## src/rtl/iod_dly_ctrl.sv

```systemverilog
// iod_dly_ctrl: sequences MOVE/LOAD pulses into an IOD delay line on request,
// tracks the tap index locally and reports completion with a DONE/ERR pair.
module iod_dly_ctrl #(
  parameter int MAX_TAP   = 127,
  parameter int LOAD_TAP  = 1,
  parameter int MOVE_GAP  = 3,
  parameter int LOAD_WAIT = 4
) (
  input  logic       FAB_CLK,
  input  logic       ARST_N,
  input  logic       REQ_VALID,
  output logic       REQ_READY,
  input  logic [1:0] REQ_OP,
  input  logic [7:0] REQ_TAPS,
  output logic       DONE,
  output logic       ERR,
  output logic [7:0] TAP_POS,
  output logic       DELAY_LINE_MOVE,
  output logic       DELAY_LINE_DIRECTION,
  output logic       DELAY_LINE_LOAD,
  input  logic       DELAY_LINE_OUT_OF_RANGE
);

  typedef enum logic [2:0] {
    S_IDLE, S_SETUP, S_PULSE, S_GAP, S_LOAD, S_LWAIT, S_FIN
  } state_t;

  localparam logic [1:0] OP_INC  = 2'b00;
  localparam logic [1:0] OP_DEC  = 2'b01;
  localparam logic [1:0] OP_LOAD = 2'b10;

  localparam logic [7:0] LOAD_TAP_C = 8'(LOAD_TAP);
  localparam logic [7:0] MAX_TAP_C  = 8'(MAX_TAP);
  // Wait counters count down to zero, so they start one below the length.
  localparam logic [3:0] GAP_INIT   = 4'(MOVE_GAP - 1);
  localparam logic [3:0] LWAIT_INIT = 4'(LOAD_WAIT - 1);

  state_t     state_q;
  logic       ready_q, done_q, err_q, move_q, load_q, dir_q;
  logic [7:0] tap_q, cnt_q;
  logic [3:0] wcnt_q;

  logic       step_ok_d;
  logic [7:0] tap_d;

  // Range guard for the next step and the tap value a step produces.
  always_comb begin
    step_ok_d = dir_q ? (tap_q < MAX_TAP_C) : (tap_q != 8'd0);
    tap_d     = dir_q ? (tap_q + 8'd1) : (tap_q - 8'd1);
  end

  // Control FSM; every output is a register updated alongside the state.
  // The request opcode is captured by the state taken on acceptance plus
  // dir_q, and REQ_TAPS by cnt_q, so no separate opcode register is kept.
  always_ff @(posedge FAB_CLK or negedge ARST_N) begin
    if (!ARST_N) begin
      state_q <= S_IDLE;
      ready_q <= 1'b0;
      done_q  <= 1'b0;
      err_q   <= 1'b0;
      move_q  <= 1'b0;
      load_q  <= 1'b0;
      dir_q   <= 1'b0;
      tap_q   <= LOAD_TAP_C;
      cnt_q   <= 8'd0;
      wcnt_q  <= 4'd0;
    end else begin
      move_q <= 1'b0;
      load_q <= 1'b0;
      done_q <= 1'b0;
      err_q  <= 1'b0;
      case (state_q)
        S_IDLE: begin
          ready_q <= 1'b1;
          if (REQ_VALID && ready_q) begin
            ready_q <= 1'b0;
            cnt_q   <= REQ_TAPS;
            if (REQ_OP == OP_INC || REQ_OP == OP_DEC) begin
              if (REQ_TAPS == 8'd0) begin
                state_q <= S_FIN;
                done_q  <= 1'b1;
              end else begin
                state_q <= S_SETUP;
                dir_q   <= (REQ_OP == OP_INC);
              end
            end else if (REQ_OP == OP_LOAD) begin
              state_q <= S_LOAD;
              load_q  <= 1'b1;
            end else begin
              state_q <= S_FIN;
              done_q  <= 1'b1;
              err_q   <= 1'b1;
            end
          end
        end
        // Direction has been stable for this cycle; first step if legal.
        S_SETUP: begin
          if (step_ok_d) begin
            state_q <= S_PULSE;
            move_q  <= 1'b1;
          end else begin
            state_q <= S_FIN;
            done_q  <= 1'b1;
            err_q   <= 1'b1;
          end
        end
        S_PULSE: begin
          tap_q   <= tap_d;
          cnt_q   <= cnt_q - 8'd1;
          wcnt_q  <= GAP_INIT;
          state_q <= S_GAP;
        end
        // IOD range flag aborts at once; otherwise wait out the gap.
        S_GAP: begin
          if (DELAY_LINE_OUT_OF_RANGE) begin
            state_q <= S_FIN;
            done_q  <= 1'b1;
            err_q   <= 1'b1;
          end else if (wcnt_q != 4'd0) begin
            wcnt_q <= wcnt_q - 4'd1;
          end else if (cnt_q == 8'd0) begin
            state_q <= S_FIN;
            done_q  <= 1'b1;
          end else if (step_ok_d) begin
            state_q <= S_PULSE;
            move_q  <= 1'b1;
          end else begin
            state_q <= S_FIN;
            done_q  <= 1'b1;
            err_q   <= 1'b1;
          end
        end
        S_LOAD: begin
          tap_q   <= LOAD_TAP_C;
          wcnt_q  <= LWAIT_INIT;
          state_q <= S_LWAIT;
        end
        S_LWAIT: begin
          if (wcnt_q != 4'd0) begin
            wcnt_q <= wcnt_q - 4'd1;
          end else begin
            state_q <= S_FIN;
            done_q  <= 1'b1;
          end
        end
        S_FIN: begin
          state_q <= S_IDLE;
          ready_q <= 1'b1;
          dir_q   <= 1'b0;
        end
        default: begin
          state_q <= S_IDLE;
          ready_q <= 1'b0;
        end
      endcase
    end
  end

  assign REQ_READY            = ready_q;
  assign DONE                 = done_q;
  assign ERR                  = err_q;
  assign TAP_POS              = tap_q;
  assign DELAY_LINE_MOVE      = move_q;
  assign DELAY_LINE_DIRECTION = dir_q;
  assign DELAY_LINE_LOAD      = load_q;

endmodule

```

## config.mk

```make
export PLATFORM = sky130hd
export DESIGN_NAME = iod_dly_ctrl
export DESIGN_NICKNAME = d
export VERILOG_FILES = /design/src/rtl/iod_dly_ctrl.sv
export SDC_FILE = /design/constraint.sdc
export NUM_CORES = 1
export LEC_CHECK = 0
export CAP_MARGIN = 20
export CORE_AREA = 3 3 65 74
export CTS_CLUSTER_SIZE = 30
export DETAILED_ROUTE_END_ITERATION = 6
export DIE_AREA = 0 0 68 77
export PLACE_DENSITY = 0.75
export RECOVER_POWER = 100
export SETUP_SLACK_MARGIN = 0.05
export SLEW_MARGIN = 20
export SYNTH_ARGS = -nofsm -noshare
export SYNTH_HDL_FRONTEND = slang
export SYNTH_SLANG_ARGS = --single-unit
```

## constraint.sdc

```tcl
create_clock -name FAB_CLK -period 2.9 [get_ports FAB_CLK]
set_input_delay 0.435 -clock FAB_CLK [delete_from_list [all_inputs] [get_ports FAB_CLK]]
set_output_delay 0.435 -clock FAB_CLK [all_outputs]
set_load 0.02 [all_outputs]
```

==> summary.md, run 1 <==
| Metric | Value |
|---|---|
| Clock Pin Slew Worst Setup and Hold Paths | `70 ps` |
| Full die area | `5240 sq um` |
| Ys async rst share | `1.00` |
| Detailed Route WL | `4200 microns` |
| Worst Tran Pin Value | `1570 ps` |
| Pwr per Cell Area | `1190 nW/um^2` |
| GRT Overall Usage | `0.177` |
| Capture point of the worst reg-to-reg path | `TAP_POS[6]$_DFFE_PN0P_` |
| Max frequency | `462 MHz` |
| Antenna-violating nets left | `0` |
| Unrepaired setup endpoints after global routing | `false` |
| Layout Utilization | `0.532` |
| VDD IR-drop max | `0.000546 V` |
| Final period utilization | `0.747` |
| Die Y-Extent | `77 microns` |
| Pre-CTS WS | `749 ps` |
| CP Data Required Time | `3050 ps` |
| Max_cap viols | `1` |
| Synthesis warning total | `0` |
| TritonCTS clock tree | `done` |
| Cell Area, Synth | `1840 sq um` |
| Clock skew | `3.33 ps` |
| Most common flop cell mapped by yosys | `dfrtp_1` |
| Area Overhead vs Synth | `21.2%` |
| Setup crit start | `DELAY_LINE_DIRECTION$_DFFE_PN0P_` |
| Vias per inst | `5.50` |
| Register-to-Register Setup Slack | `730 ps` |
| Critical R2R Launch | `DELAY_LINE_DIRECTION$_DFFE_PN0P_` |
| Total core area | `4190 sq um` |
| Critical-path maximum fanout | `8` |
| 1st-pass router iterations | `4` |
| Top cell type's share of synthesized area | `0.381` |
| Most frequent cells in the layout | `dfrtp_1, nand2_1, a21oi_1` |
| Num ports | `28` |
| Min-Delay Path Class | `reg -> reg` |
| Setup TNS | `0 ps` |
| CTS Buf Count | `5` |
| First-pass GRT wire length | `7220 microns` |
| Max clock buf depth | `2` |
| Capture point of the critical path | `TAP_POS[6]$_DFFE_PN0P_` |
| Crit end category | `flop` |
| Skew-Pair Late Insertion Delay | `280 ps` |
| Pin count of the biggest net entering global routing | `30` |
| Dominant cells by area after synthesis | `dfrtp_1, a21oi_1, ha_1, o21ai_0, nand2_1` |
| Antenna diodes | `0` |
| H-tree levels | `2` |
| Tot Pwr | `2.64 mW` |
| Initial Util | `0.439` |
| Die Width | `68 microns` |
| Clk root buf | `clkbuf_8` |
| Final instance area | `2230 sq um` |
| Register area share after synthesis | `0.396` |
| Share of cells above drive strength 1 | `0.0526` |
| Final WS setup | `734 ps` |
| Initial antenna violation count | `0` |
| Yosys top cell by area | `dfrtp_1` |
| # Post-CTS Setup Buffers | `0` |
| DRT iter0 DRCs | `156` |
| Final Hold Fails | `0` |
| Max_slew headroom | `-0.0458` |
| Hold bufs inserted after CTS | `0` |
| WL/cell | `13.9 microns` |
| Synth unique cells | `47` |
| CTS-repair resized insts | `0` |
| Final Max Tran Viols | `30` |
| EDFF count, synth | `0` |
| Post-Syn Instances | `218` |
| Number of remaining DRC errors | `0` |
| Worst-case reg-to-reg path depth | `8` |
| Clk sinks | `29` |
| Status | `complete, but fails checks` |
| Post-DP Area | `2150 sq um` |
| Syn_area_per_cell | `8.43 sq um` |
| Yosys reg bits | `29` |
| Tmin final | `2170 ps` |
| Post-DP HPWL | `3020 microns` |
| Total gr overflow | `0` |
| Crit start category | `flop` |
| Static leakage | `0.961 nW` |
| Gpl congestion | `0.895` |
| Critical Path AT | `2320 ps` |
| Final #Nets | `270` |
| Vias | `1657` |
| Synthesized net count | `242` |
| WS Path Type | `reg -> reg` |
| PortBufs | `27` |
| Row count | `25` |
| Vias in the first global route | `1523` |
| Final setup viols | `0` |
| Violated checks | `capacitance limit, slew limit` |
[registers in the layout (all words and copies together) (netlist names)]
signal,count
wcnt_q,4
DELAY_LINE_LOAD,1
cnt_q,8
DELAY_LINE_MOVE,1
TAP_POS,8
DONE,1
state_q,3
ERR,1
DELAY_LINE_DIRECTION,1
REQ_READY,1
[power breakdown]
group          switching [mW]  internal, mW
logic                   0.804         0.616
clock network           0.162         0.214
registers               0.259         0.590
total                    1.22          1.42
[metrics by stage]
step / hold slack, ps / cells
2_1_floorplan: 139 / 218
3_3_place_gp: 462 / 293
3_5_place_dp: 469 / 293
4_1_cts: 482 / 301
5_1_grt: 528 / 301
6_report: 476 / 301
[logic make-up after synthesis]
| kind of cell | count (synthesis) | share of synthesized area |
|---|---|---|
| AO/OA/AOI/OAI | 75 | 0.242 |
| XOR/XNOR | 9 | 0.0429 |
| adder cells (fa/ha/maj) | 10 | 0.0722 |
| buffers and inverters | 20 | 0.0456 |
| flip-flops | 29 | 0.396 |
| multiplexers | 1 | 0.00545 |
| AND/OR/NAND/NOR | 74 | 0.197 |
[how the worst min path moves through the flow]
stage	from	to	slack [ps]	cells after the start
after floorplan	ARST_N	DELAY_LINE_DIRECTION$_DFFE_PN0P_	140	0
after global placement	cnt_q[0]$_DFFE_PN0P_	cnt_q[0]$_DFFE_PN0P_	460	1
after detailed placement	cnt_q[0]$_DFFE_PN0P_	cnt_q[0]$_DFFE_PN0P_	470	1
after CTS	cnt_q[0]$_DFFE_PN0P_	cnt_q[0]$_DFFE_PN0P_	480	1
after global routing	cnt_q[0]$_DFFE_PN0P_	cnt_q[0]$_DFFE_PN0P_	530	1
final	cnt_q[0]$_DFFE_PN0P_	cnt_q[0]$_DFFE_PN0P_	480	1
[synthesized netlist by cell type, types with 2 or more instances]
master and number:
nand2_1 28, inv_1 12, ha_1 9, nor4_1 6
nand4_1 2, xnor2_1 4, xor2_1 5, nor3b_1 2
clkbuf_1 2, o22ai_1 3, nor3_1 3, dfrtp_1 28
o21ai_0 22, nor2_1 19, a21oi_1 25, buf_2 4
o21ai_1 2, a31oi_1 3, o21a_1 3, a311oi_1 2
a21o_1 2, nand3_1 5, o21bai_1 2, a211oi_1 2
[routing by layer]
layer	GRT usage	wire, microns	up-vias
met4	0.0636	56	0
met1	0.236	1930	770
met5	0	0	-
met2	0.274	2010	43
li1	-	-	838
met3	0.0410	199	6
[layout make-up]
cell class / count / area (sq um)
Fill cell: 393 / 1960
Multi-Input combinational cell: 169 / 1010
Sequential cell: 29 / 727
Timing Repair Buffer: 28 / 274
Clock buffer: 7 / 96.3
Tap cell: 54 / 67.6
Inverter: 13 / 48.8
Clock inverter: 1 / 5.00
[critical path: stages (launching register included)]
cell	delay, ps
dfrtp_1	460
inv_1	210
fa_1	450
a21o_1	180
a21oi_1	240
o21bai_1	100
a21oi_1	170
xor2_1	150
o21ai_0	80
Note: power is estimated with default switching activity, not from simulation.
==> run 2: changes to the inputs <==
==> constraint.sdc (replaced) <==
create_clock -name FAB_CLK -period 2 [get_ports FAB_CLK]
set_input_delay 0.3 -clock FAB_CLK [delete_from_list [all_inputs] [get_ports FAB_CLK]]
set_output_delay 0.3 -clock FAB_CLK [all_outputs]
set_load 0.02 [all_outputs]
==> summary.md, run 2 (synthesized netlist as in run 1, its figures left out) <==
| Metric | Value |
|---|---|
| Min-Delay Startpoint | `cnt_q[0]$_DFFE_PN0P_` |
| Gpl congestion | `0.864` |
| Hold bufs inserted after CTS | `0` |
| Tmin final | `2000 ps` |
| WS Path Type | `reg -> reg` |
| Vias per inst | `5.45` |
| Vias | `1723` |
| Final instance area | `2400 sq um` |
| DP Cell Count | `305` |
| Clk root buf | `clkbuf_8` |
| Met2 wire length | `2400 microns` |
| Detailed Route WL | `4750 microns` |
| Worst-case reg-to-reg path depth | `9` |
| TritonCTS clock tree | `done` |
| Number of remaining DRC errors | `0` |
| Pwr per Cell Area | `1780 nW/um^2` |
| Total gr overflow | `0` |
| Clock Pin Slew Worst Setup and Hold Paths | `70 ps` |
| Pre-CTS WS | `67.3 ps` |
| Total core area | `4190 sq um` |
| Max_cap viols | `0` |
| Final Max Tran Viols | `0` |
| Static leakage | `1.03 nW` |
| Die Y-Extent | `77 microns` |
| Die Width | `68 microns` |
| Max layer used | `met4` |
| PortBufs | `27` |
| Antenna diodes | `0` |
| Capture point of the worst reg-to-reg path | `TAP_POS[6]$_DFFE_PN0P_` |
| Final cell count without fillers | `316` |
| Commonest non-fill, non-tap cell in the layout | `nand2_1` |
| H-tree levels | `2` |
| Max frequency | `500 MHz` |
| Fillers | `384` |
| Row count | `25` |
| Violated checks | `setup timing` |
| Worst Hold Depth | `1` |
| Pin count of the biggest net entering global routing | `30` |
| Setup TNS | `-2.00 ps` |
| Final WS setup | `-2.00 ps` |
| Post-DP Area | `2250 sq um` |
| Post-DP HPWL | `3310 microns` |
| Status | `complete, but fails checks` |
| Share of cells above drive strength 1 | `0.130` |
| CTS Buf Count | `5` |
| Final Hold Fails | `0` |
| Unrepaired setup endpoints after global routing | `true` |
| Clk sinks | `29` |
| Clock skew | `7.78 ps` |
| WL met1 | `2060 microns` |
| Num ports | `28` |
| GRT Overall Usage | `0.194` |
| DR WL met3 | `221 microns` |
| Critical R2R Launch | `DELAY_LINE_DIRECTION$_DFFE_PN0P_` |
| Vias in the first global route | `1638` |
| WHS | `472 ps` |
| Layout Utilization | `0.573` |
| Antenna-violating nets left | `0` |
| Tot Pwr | `4.27 mW` |
| Initial Util | `0.439` |
| DRT iter0 DRCs | `198` |
| Critical-path maximum fanout | `7` |
| 1st-pass router iterations | `4` |
| Skew-Pair Late Insertion Delay | `280 ps` |
| Hold path endpoint | `cnt_q[0]$_DFFE_PN0P_` |
| Area Overhead vs Synth | `30.6%` |
| Worst Tran Pin Value | `761 ps` |
| Max clock buf depth | `2` |
| Full die area | `5240 sq um` |
| WL/cell | `15.0 microns` |
| Register-to-Register Setup Slack | `-2 ps` |
| First-pass GRT wire length | `7870 microns` |
| Most frequent cells in the layout | `nand2_1, dfrtp_1, a21oi_1` |
| CP Data Required Time | `2170 ps` |
| Final period utilization | `1.00` |
| Max_slew headroom | `0.493` |
| VDD IR-drop max | `0.000817 V` |
| Critical Path AT | `2170 ps` |
| Min-Delay Path Class | `reg -> reg` |
| Crit end category | `flop` |
| Initial antenna violation count | `0` |
| Crit start category | `flop` |
| Final setup viols | `1` |
| Final #Nets | `285` |
## run 2: cell count changes in the layout (fill, tap and decap cells not counted), sizes merged
cell	before	now
clkinv	1	0
buf	0	13
clkinvlp	0	1
dlygate4sd3	16	14
clkbuf	8	11
inv	13	12
clkdlybuf4s50	11	13
## run 2: layout make-up
cell class              count  area, sq um  area share
repair buffers             43          393       0.164
inverters                  13         52.6      0.0219
flip-flops and latches     29          728       0.303
multi-input cells         169         1080       0.450
clock buffers               8         80.1      0.0334
well taps                  54         67.6      0.0281
## run 2: worst max path at each step
stage	start	endpoint	slack, ps	cells after the start
finish	DELAY_LINE_DIRECTION$_DFFE_PN0P_	TAP_POS[6]$_DFFE_PN0P_	-2	9
global route	DELAY_LINE_DIRECTION$_DFFE_PN0P_	TAP_POS[6]$_DFFE_PN0P_	-80	9
CTS	DELAY_LINE_DIRECTION$_DFFE_PN0P_	TAP_POS[7]$_DFFE_PN0P_	40	8
detailed placement	DELAY_LINE_DIRECTION$_DFFE_PN0P_	TAP_POS[7]$_DFFE_PN0P_	70	8
global placement	REQ_TAPS[0]	DELAY_LINE_DIRECTION$_DFFE_PN0P_	110	6
floorplan	DELAY_LINE_DIRECTION$_DFFE_PN0P_	TAP_POS[6]$_DFFE_PN0P_	60	8
## run 2: routing by layer
layer  vias up  GRT usage
met5         -          0
met4         0     0.0596
met3        11     0.0498
met2        44      0.285
met1       799      0.274
li1        869          -
## run 2: power by group
part / internal (mW) / switching, mW
clock network: 0.247 / 0.218
registers: 0.860 / 0.287
logic: 1.20 / 1.46
## run 2: critical path: stages, from the launching register on
cell	delay, ps
dfrtp_2	390
clkinvlp_4	170
buf_4	200
ha_4	230
a21o_1	190
a21oi_2	160
o21bai_1	90
a21oi_1	220
xor2_1	160
o21ai_0	90
## run 2: timing repair
item                       4_1_cts  5_1_grt
resized for setup                0       11
setup endpoints to repair        1        4
pin swaps                        0        2
buffers inserted                 0        3
==> run 3: changes to the inputs <==
--- a/config.mk
+++ b/config.mk
@@ -6,11 +6,13 @@
 export NUM_CORES = 1
 export LEC_CHECK = 0
 export CAP_MARGIN = 20
-export CORE_AREA = 3 3 65 74
+export CELL_PAD_IN_SITES_DETAIL_PLACEMENT = 0
+export CELL_PAD_IN_SITES_GLOBAL_PLACEMENT = 1
+export CORE_AREA = 3 3 69 78
 export CTS_CLUSTER_SIZE = 30
 export DETAILED_ROUTE_END_ITERATION = 6
-export DIE_AREA = 0 0 68 77
-export PLACE_DENSITY = 0.75
+export DIE_AREA = 0 0 72 81
+export PLACE_DENSITY = 0.85
 export RECOVER_POWER = 100
 export SETUP_SLACK_MARGIN = 0.05
 export SLEW_MARGIN = 20
==> summary.md, run 3 (synthesized netlist as in run 1, its figures left out) <==
| Metric | Value |
|---|---|
| Die Width | `72 microns` |
| Clk root buf | `clkbuf_8` |
| Full die area | `5830 sq um` |
| Num ports | `28` |
| Tmin final | `1920 ps` |
| Area Overhead vs Synth | `34.6%` |
| PortBufs | `27` |
| Worst Tran Pin Value | `731 ps` |
| Critical path's most frequent cell | `o21a_1` |
| TritonCTS clock tree | `done` |
| Static leakage | `1.05 nW` |
| FF/Latch Area | `728 sq um` |
| Clock skew | `6.23 ps` |
| Multi-input gate area | `1110 sq um` |
| WS Path Type | `reg -> reg` |
| Post-DP HPWL | `3350 microns` |
| Max frequency | `520 MHz` |
| Crit end category | `flop` |
| Die Y-Extent | `81 microns` |
| Final #Nets | `292` |
| Post-DP Area | `2290 sq um` |
| Total gr overflow | `0` |
| Critical-path maximum fanout | `7` |
| Pin count of the biggest net entering global routing | `30` |
| Min-Delay Path Class | `reg -> reg` |
| Final setup viols | `0` |
| GRT Overall Usage | `0.164` |
| Share of cells above drive strength 1 | `0.164` |
| Vias in the first global route | `1664` |
| DRT iter0 DRCs | `68` |
| DP Cell Count | `313` |
| Number of remaining DRC errors | `0` |
| Initial Util | `0.395` |
| Antenna-violating nets left | `0` |
| Final Hold Fails | `0` |
| Hold bufs inserted after CTS | `0` |
| VDD IR-drop max | `0.000675 V` |
| Vias per inst | `5.41` |
| Initial antenna violation count | `0` |
| Fillers | `434` |
| Clk sinks | `29` |
| Final instance area | `2470 sq um` |
| Final Max Tran Viols | `0` |
| Gpl congestion | `0.798` |
| Status | `finished clean` |
| Detailed Route WL | `4630 microns` |
| CP Data Required Time | `2150 ps` |
| Max_cap viols | `0` |
| Pwr per Cell Area | `1800 nW/um^2` |
| Final cell count without fillers | `325` |
| WL/cell | `14.2 microns` |
| Skew-Pair Late Insertion Delay | `270 ps` |
| Max stage delay cell, worst path | `dfrtp_2` |
| Most frequent cells in the layout | `dfrtp_1, nand2_1, o21ai_0` |
| Vias | `1759` |
| Clock Pin Slew Worst Setup and Hold Paths | `60 ps` |
| Total core area | `4650 sq um` |
| 1st-pass router iterations | `4` |
| Antenna diodes | `0` |
| Row count | `26` |
| CTS Buf Count | `5` |
| Max_slew headroom | `0.512` |
| Critical Path AT | `2080 ps` |
| H-tree levels | `2` |
| Slowest cell delay on critical path | `380 ps` |
| Critical-path cell list | `clkinvlp_4, buf_6, ha_4, o21a_1, o21a_1, o22ai_2, xnor2_2, a21oi_2, o22ai_1` |
| Final period utilization | `0.961` |
| Crit start category | `flop` |
| Unrepaired setup endpoints after global routing | `true` |
| First-pass GRT wire length | `7650 microns` |
| Max clock buf depth | `2` |
[run 3: changes by cell type in the layout (fill, tap and decap cells not counted), sizes merged]
cell | before | now
clkdlybuf4s50 | 13 | 11
clkbuf | 11 | 13
buf | 13 | 18
dlygate4sd3 | 14 | 16
[run 3: path summary, 6_finish.rpt]
path | startpoint | end | slack [ps] | cells past startpoint
setup / recovery | DELAY_LINE_DIRECTION$_DFFE_PN0P_ | TAP_POS[7]$_DFFE_PN0P_ | 80 | 9
min in group asynchronous | ARST_N | cnt_q[4]$_DFFE_PN0P_ | 610 | 2
max in group asynchronous | ARST_N | DELAY_LINE_DIRECTION$_DFFE_PN0P_ | 870 | 2
setup reg to reg | DELAY_LINE_DIRECTION$_DFFE_PN0P_ | TAP_POS[7]$_DFFE_PN0P_ | 80 | 9
hold reg to reg | cnt_q[0]$_DFFE_PN0P_ | cnt_q[0]$_DFFE_PN0P_ | 470 | 1
hold / removal | cnt_q[0]$_DFFE_PN0P_ | cnt_q[0]$_DFFE_PN0P_ | 470 | 1
[run 3: area by class of cell]
cell class / instances / area share
tap: 56 / 0.0283
timing repair buffer: 50 / 0.175
sequential: 29 / 0.294
inverter: 13 / 0.0212
clock buffer: 8 / 0.0324
multi-input combinational: 169 / 0.449
[run 3: per-stage QoR]
stage | utilization | hold WS, ps | setup TNS, ps | setup WS (ps) | total power [mW]
after global routing | 0.532 | 527 | -44.6 | -44.6 | 4.87
after floorplan | - | 4.41 | 0 | 63.7 | 2.76
after global placement | 0.492 | 457 | 0 | 108 | 3.59
after CTS | 0.509 | 426 | 0 | 70.8 | 4.09
final | 0.532 | 472 | 0 | 77.3 | 4.46
after detailed placement | 0.492 | 466 | 0 | 81.4 | 3.62
[run 3: repair_timing]
action                                  CTS  global route
buffers inserted                          0             4
endpoints found under the hold margin     0             0
endpoints found under the setup margin    0             3
resized for setup                         0            20
[run 3: worst max-delay path: cells and delay by family (launching register included)]
family	cells	cell delay [ps]
AOI/OAI and AO/OA	5	680
buffers and inverters	2	400
DFF	1	380
adders and majority gates	1	220
xor gates and xnor gates	1	110
[run 3: report_power, final]
group,switching [mW],internal (mW),leakage (nW)
logic,1.53,1.34,0.670
registers,0.281,0.860,0.343
clock network,0.204,0.246,0.0395
[run 3: per-layer routing]
layer	track usage	up-vias	wire, microns
li1	-	879	-
met1	0.216	840	2230
met2	0.265	32	2150
met3	0.0371	8	186
met4	0.0583	0	65
met5	0	-	0
